File: config.mk
export PLATFORM = sky130hd
export DESIGN_NAME = spi_flash_responder
export DESIGN_NICKNAME = d
export VERILOG_FILES = /design/src/rtl/spi_flash_responder.sv
export SDC_FILE = /design/constraint.sdc
export NUM_CORES = 2
export LEC_CHECK = 0
export BUFFER_PORTS_ARGS = -buffer_cell sky130_fd_sc_hd__buf_2
export CORE_ASPECT_RATIO = 1.4
export CORE_MARGIN = 10
export CORE_UTILIZATION = 40
export DETAILED_ROUTE_END_ITERATION = 10
export HOLD_SLACK_MARGIN = 0.03
export SYNTH_ARGS = -nofsm -noshare
export SYNTH_HDL_FRONTEND = slang
export SYNTH_SLANG_ARGS = --single-unit
File: constraint.sdc
create_clock -name clk -period 20.2 [get_ports clk]
set_input_delay 0 -clock clk [delete_from_list [all_inputs] [get_ports clk]]
set_output_delay 0 -clock clk [all_outputs]
set_load 0.03 [all_outputs]
File: src/rtl/spi_flash_responder.sv
// SPI NOR flash responder: RDSR/WREN/WRDI/READ/PP/chip erase over a 2^MEM_AW byte array.
// Define FLASH_RESP_QUAD_EN to add the 0x6B quad-output read (8 dummy cycles, nibble per clk).
module spi_flash_responder #(
  parameter int MEM_AW      = 8,
  parameter int PROG_CYCLES = 16
) (
  input  logic       clk,
  input  logic       reset,
  input  logic       flash_cs,
  input  logic       flash_si,
  output logic [3:0] flash_dq_out,
  output logic       flash_dq_oe,
  output logic       busy
);
`ifdef FLASH_RESP_QUAD_EN
  localparam bit QUAD_EN = 1'b1;
`else
  localparam bit QUAD_EN = 1'b0;
`endif
  localparam int CNT_W = $clog2(PROG_CYCLES + 1);

  localparam logic [7:0] CMD_WREN  = 8'h06;
  localparam logic [7:0] CMD_WRDI  = 8'h04;
  localparam logic [7:0] CMD_RDSR  = 8'h05;
  localparam logic [7:0] CMD_READ  = 8'h03;
  localparam logic [7:0] CMD_PP    = 8'h02;
  localparam logic [7:0] CMD_CE    = 8'hC7;
  localparam logic [7:0] CMD_QREAD = 8'h6B;

  typedef enum logic [2:0] {IDLE, CMD, ADDR, DUMMY, READ, PROG, STATUS, IGNORE} state_t;
  typedef enum logic [1:0] {PEND_NONE, PEND_WREN, PEND_WRDI, PEND_CE} pend_t;

  state_t state, state_nxt;
  pend_t  pend, pend_nxt;

  logic [7:0]        mem [2**MEM_AW];
  logic [6:0]        shreg;
  logic [4:0]        bit_cnt;
  logic [MEM_AW-1:0] addr, erase_addr, addr_shift, addr_inc;
  logic [CNT_W-1:0]  prog_cnt;
  logic              wip, wel, erasing, prog_any, is_pp, quad, nib_lo;
  logic [7:0]        in_byte, status;
  logic              byte_done, pp_write;

  assign in_byte    = {shreg, flash_si};
  assign byte_done  = (bit_cnt[2:0] == 3'd7);
  assign addr_shift = MEM_AW'({addr, flash_si});
  assign addr_inc   = addr + MEM_AW'(1);
  assign status     = {6'b0, wel, wip};
  assign busy       = wip;
  assign pp_write   = !reset && !flash_cs && (state == PROG) && byte_done;

  always_comb begin
    state_nxt = state;
    pend_nxt  = pend;
    if (flash_cs) begin
      state_nxt = IDLE;
      pend_nxt  = PEND_NONE;
    end else begin
      case (state)
        IDLE: state_nxt = CMD;
        CMD: begin
          if (byte_done) begin
            // One-byte commands park in IGNORE; their effect is applied when cs rises.
            state_nxt = IGNORE;
            if (in_byte == CMD_RDSR) begin
              state_nxt = STATUS;
            end else if (!wip) begin
              case (in_byte)
                CMD_WREN:  pend_nxt = PEND_WREN;
                CMD_WRDI:  pend_nxt = PEND_WRDI;
                CMD_CE:    if (wel) pend_nxt = PEND_CE;
                CMD_READ:  state_nxt = ADDR;
                CMD_PP:    if (wel) state_nxt = ADDR;
                CMD_QREAD: if (QUAD_EN) state_nxt = ADDR;
                default:   state_nxt = IGNORE;
              endcase
            end
          end
        end
        ADDR: begin
          if (bit_cnt == 5'd23) state_nxt = is_pp ? PROG : (quad ? DUMMY : READ);
        end
        DUMMY: if (byte_done) state_nxt = READ;
        default: state_nxt = state;
      endcase
    end
  end

  always_ff @(posedge clk) begin
    if (reset) begin
      state        <= IDLE;
      pend         <= PEND_NONE;
      shreg        <= '0;
      bit_cnt      <= '0;
      addr         <= '0;
      erase_addr   <= '0;
      prog_cnt     <= '0;
      wip          <= 1'b0;
      wel          <= 1'b0;
      erasing      <= 1'b0;
      prog_any     <= 1'b0;
      is_pp        <= 1'b0;
      quad         <= 1'b0;
      nib_lo       <= 1'b0;
      flash_dq_out <= '0;
      flash_dq_oe  <= 1'b0;
    end else begin
      state <= state_nxt;
      pend  <= pend_nxt;

      if (erasing) begin
        erase_addr <= erase_addr + MEM_AW'(1);
        if (erase_addr == {MEM_AW{1'b1}}) begin
          erasing <= 1'b0;
          wip     <= 1'b0;
          wel     <= 1'b0;
        end
      end else if (wip) begin
        prog_cnt <= prog_cnt - CNT_W'(1);
        if (prog_cnt == CNT_W'(1)) wip <= 1'b0;
      end

      if (flash_cs) begin
        bit_cnt      <= '0;
        prog_any     <= 1'b0;
        flash_dq_oe  <= 1'b0;
        flash_dq_out <= '0;
        if (!wip) begin
          case (pend)
            PEND_WREN: wel <= 1'b1;
            PEND_WRDI: wel <= 1'b0;
            PEND_CE: begin
              wip        <= 1'b1;
              erasing    <= 1'b1;
              erase_addr <= '0;
            end
            default: ;
          endcase
          if (state == PROG && prog_any) begin
            wip      <= 1'b1;
            prog_cnt <= CNT_W'(PROG_CYCLES);
            wel      <= 1'b0;
          end
        end
      end else begin
        shreg <= in_byte[6:0];
        if (state == IDLE)           bit_cnt <= 5'd1;
        else if (state_nxt != state) bit_cnt <= '0;
        else                         bit_cnt <= bit_cnt + 5'd1;

        if (state == CMD && byte_done) begin
          is_pp <= (in_byte == CMD_PP);
          quad  <= QUAD_EN && (in_byte == CMD_QREAD);
        end
        if (state == ADDR) addr <= addr_shift;
        if (pp_write) begin
          addr     <= addr_inc;
          prog_any <= 1'b1;
        end

        // Outputs are registered: each edge presents the bit for the following cycle.
        case (state)
          CMD: if (state_nxt == STATUS) begin
            flash_dq_oe  <= 1'b1;
            flash_dq_out <= {2'b0, status[7], 1'b0};
          end
          STATUS: flash_dq_out <= {2'b0, status[3'd6 - bit_cnt[2:0]], 1'b0};
          ADDR: if (state_nxt == READ) begin
            flash_dq_oe  <= 1'b1;
            flash_dq_out <= {2'b0, mem[addr_shift][7], 1'b0};
          end
          DUMMY: if (QUAD_EN && state_nxt == READ) begin
            flash_dq_oe  <= 1'b1;
            flash_dq_out <= mem[addr][7:4];
            nib_lo       <= 1'b1;
          end
          READ: begin
            if (QUAD_EN && quad) begin
              nib_lo <= !nib_lo;
              if (nib_lo) begin
                flash_dq_out <= mem[addr][3:0];
              end else begin
                addr         <= addr_inc;
                flash_dq_out <= mem[addr_inc][7:4];
              end
            end else if (byte_done) begin
              addr         <= addr_inc;
              flash_dq_out <= {2'b0, mem[addr_inc][7], 1'b0};
            end else begin
              flash_dq_out <= {2'b0, mem[addr][3'd6 - bit_cnt[2:0]], 1'b0};
            end
          end
          default: ;
        endcase
      end
    end
  end

  // Array has no reset so contents survive it; a sweep cut short keeps the bytes already erased.
  always_ff @(posedge clk) begin
    if (!reset) begin
      if (erasing)       mem[erase_addr] <= 8'hFF;
      else if (pp_write) mem[addr]       <= mem[addr] & in_byte;
    end
  end
endmodule

==> results.txt <==
Cts repair resizes - 0
Die area - 235,000 um2
Post-Syn Instances - 4,349
Startpoint Class - register
Worst skew pair latency - 0.85 ns
Final setup TNS - 0 ns
Post-CTS Setup Inserts - 0
GPL Wtd Cong - 0.938
Worst relative slew slack - 4.42%
EDFF count, synth - 2,048
PwrDens - 86.9 nW/um2
Max cap viols - 0
Status - finished, final reports clean
WHS Path Cells - 3
Period Utilization, post-route - 39.0%
R2R Setup Slk - 12.33 ns
Non-Filler Instances - 7,382
# IOs - 10
Post-synth ARST share - 0%
Tightest Pin Transition - 1.43 ns
Crit path capture - mem[150][1]
Initial antenna violation count - 6
Drt drc - 0
Post-synth top area share - 71.1%
Sequential element share of the synthesized area - 72.3%
First-pass GRT wire length - 354,000 um
Reg2Reg Capture Point - mem[150][1]
Yosys reg bits - 2,101
Setup CP Type - reg2reg
Overall Global Routing Usage - 21.0%
Root Driver - clkbuf_16
CP peak stage delay - 0.90 ns
Final setup fails - 0
Worst min path class - in2reg
Clock skew - 0.0408 ns
Largest net degree at the start of global routing - 197
Largest cells by area after synthesis - edfxtp_1, mux4_2, nor2_1
Worst EP required - 20.60 ns
Dpl hpwl - 157,000 um
Synth area leader - edfxtp_1
Yosys Warn Count - 0
Chip height - 570 um
VDD IR max - 0.0748 mV
CTS clk-pin slew, worst paths - 0.07 ns
CP max stage cell - dfxtp_4
Max Freq - 127 MHz
Sink Count - 2,101
Crit path cell chain - buf_4, buf_4, buf_4, buf_4, mux4_2, a22o_1, a221oi_1, o22ai_1, a311oi_1, nor3_1, nand2_1, nand2_4, buf_4
Worst Reg-to-Reg Cells - 13
CTS tree - done
Clock tree buffer depth - 4
Die X - 413 um
Worst path arrival time - 8.27 ns
Hold-fix buffers at CTS - 3
Core Region - 215,000 um2
Yosys cell types - 76
Synth Area per Inst - 19.9 um2
Max-slew violations - 0
Vias in the first global route - 45,600
Tmin final - 7.87 ns
Row cnt - 201
Area Overhead vs Synth - 10.5%
Drt wl/cell - 33.9 um
Detailed Route WL - 250,000 um
Routed Antenna Nets - 0
H-Tree Depth - 4
Netlist Area Pre-Place - 86,500 um2
Filler cell count - 18,300
Final nets - 4,402
Max FO, Critical Path - 97
RSZ-0062 raised after global routing - false
Inst Count DP - 7,033
Share of layout cells above drive strength 1 - 24.2%
Initial DRC Count - 5,090
Hold violation total from the final report - 0
Initial Utilization - 40.3%
Gr ovfl total - 0
Number of buffers created by CTS - 193
DR vias - 45,200
Prevailing post-synth register cell - edfxtp_1
Port Buffers - 6
Leak Pwr - 0.0328 uW
CP endpoint kind - register
DR pass1 iterations - 6
Most frequent CP cell - buf_4
Vias/cell - 6.13
[worst min-delay path by stage]
stage / startpoint / end / slack (ns)
after global routing: reset / shreg[6] / 0.29
after floorplan: flash_cs / state[1] / 0.18
after CTS: reset / shreg[6] / 0.22
after global placement: prog_any / prog_any / 0.45
final: reset / shreg[2] / 0.28
after detailed placement: prog_any / prog_any / 0.46
[registers in the layout, summed over array words and instances (netlist names), 2 cells and up, named ones only]
signal      cells
shreg           7
erase_addr      8
mem          2048
addr            8
state           3
prog_cnt        5
bit_cnt         5
pend            2
[worst max-delay path: cells and delay by family, from the launching register on]
family / cells / cell delay [ns]
muxes: 1 / 0.59
buffers and inverters: 5 / 3.62
AOI/OAI and AO/OA: 4 / 1.26
DFF: 1 / 0.90
and+or+nand+nor: 3 / 0.71
[cell type report]
type / count / area [um2] / area share, %
multi-input cells: 1942 / 22400 / 23.4
flip-flops and latches: 2101 / 62600 / 65.5
repair buffers: 130 / 1020 / 1.07
clock buffers: 235 / 5030 / 5.26
well taps: 2842 / 3560 / 3.72
diodes: 11 / 27.5 / 0.0288
clock inverters: 100 / 941 / 0.984
inverters: 21 / 78.8 / 0.0825
[power by group]
part / internal (uW) / switching, uW
logic: 8.01 / 14.5
clock network: 1970 / 1600
registers: 4700 / 1.69
total: 6690 / 1620
[Yosys cell counts (12+ instances only)]
cell type	count
o22ai_1	29
and2_1	12
a31oi_1	19
a221oi_1	21
a211oi_1	20
buf_4	58
nand2b_1	13
buf_6	34
nor2_1	358
edfxtp_1	2048
o221ai_1	19
a22o_1	19
nand2_1	164
a2111oi_0	12
mux2_2	29
or3_1	14
a21oi_1	83
nor3_1	29
mux2i_1	79
nand4_1	16
nand3_1	54
o21ai_0	32
nor4_1	16
inv_1	17
a22oi_1	104
mux4_2	637
dfxtp_1	53
buf_2	59
nor2b_1	29
buf_1	20
clkbuf_1	112
[through the flow]
stage          cell area, um2  setup slack [ns]  utilization, %  hold WS [ns]  total power [uW]
3_3_place_gp            89600             12.34            41.7         0.452              4820
6_report                95600             12.33            44.5         0.282              8300
4_1_cts                 95600             12.15            44.5         0.216              8350
5_1_grt                 95600             11.81            44.5         0.285              8510
3_5_place_dp            89600             12.16            41.7         0.460              4820
2_1_floorplan           86500              6.06               -         0.175              4820
[cells by family (layout without fill, tap and decap cells)]
logic type,Yosys count,in the layout,share of synthesized area [%]
AOI/OAI and AO/OA,413,413,3.33
xor gates and xnor gates,21,21,0.230
adders and majority gates,9,9,0.130
buffers and inverters,308,486,2.03
DFF,2101,2101,72.3
muxes,753,753,18.1
other,1,14,0.00434
and+or+nand+nor,743,743,3.81
[layout by cell type (no fill, tap or decap), types with 31 or more instances in the layout]
cell	n
edfxtp_1	2048
mux4_2	637
nor2_1	355
clkbuf_16	194
nand2_1	158
buf_4	118
a22oi_1	104
a21oi_1	83
mux2i_1	79
nand3_1	54
dfxtp_1	45
clkbuf_1	39
clkinv_1	38
o21ai_0	31
clkinv_2	31
[routing by layer]
| metal | vias up | global-route usage, % | share of wire [%] |
|---|---|---|---|
| li1 | 18200 | - | - |
| met1 | 24200 | 25.2 | 35 |
| met2 | 2171 | 35.0 | 50 |
| met3 | 643 | 3.26 | 7.0 |
| met4 | 8 | 13.5 | 7.9 |
| met5 | - | 0 | 0.018 |
(Power assumes the default switching activity.)
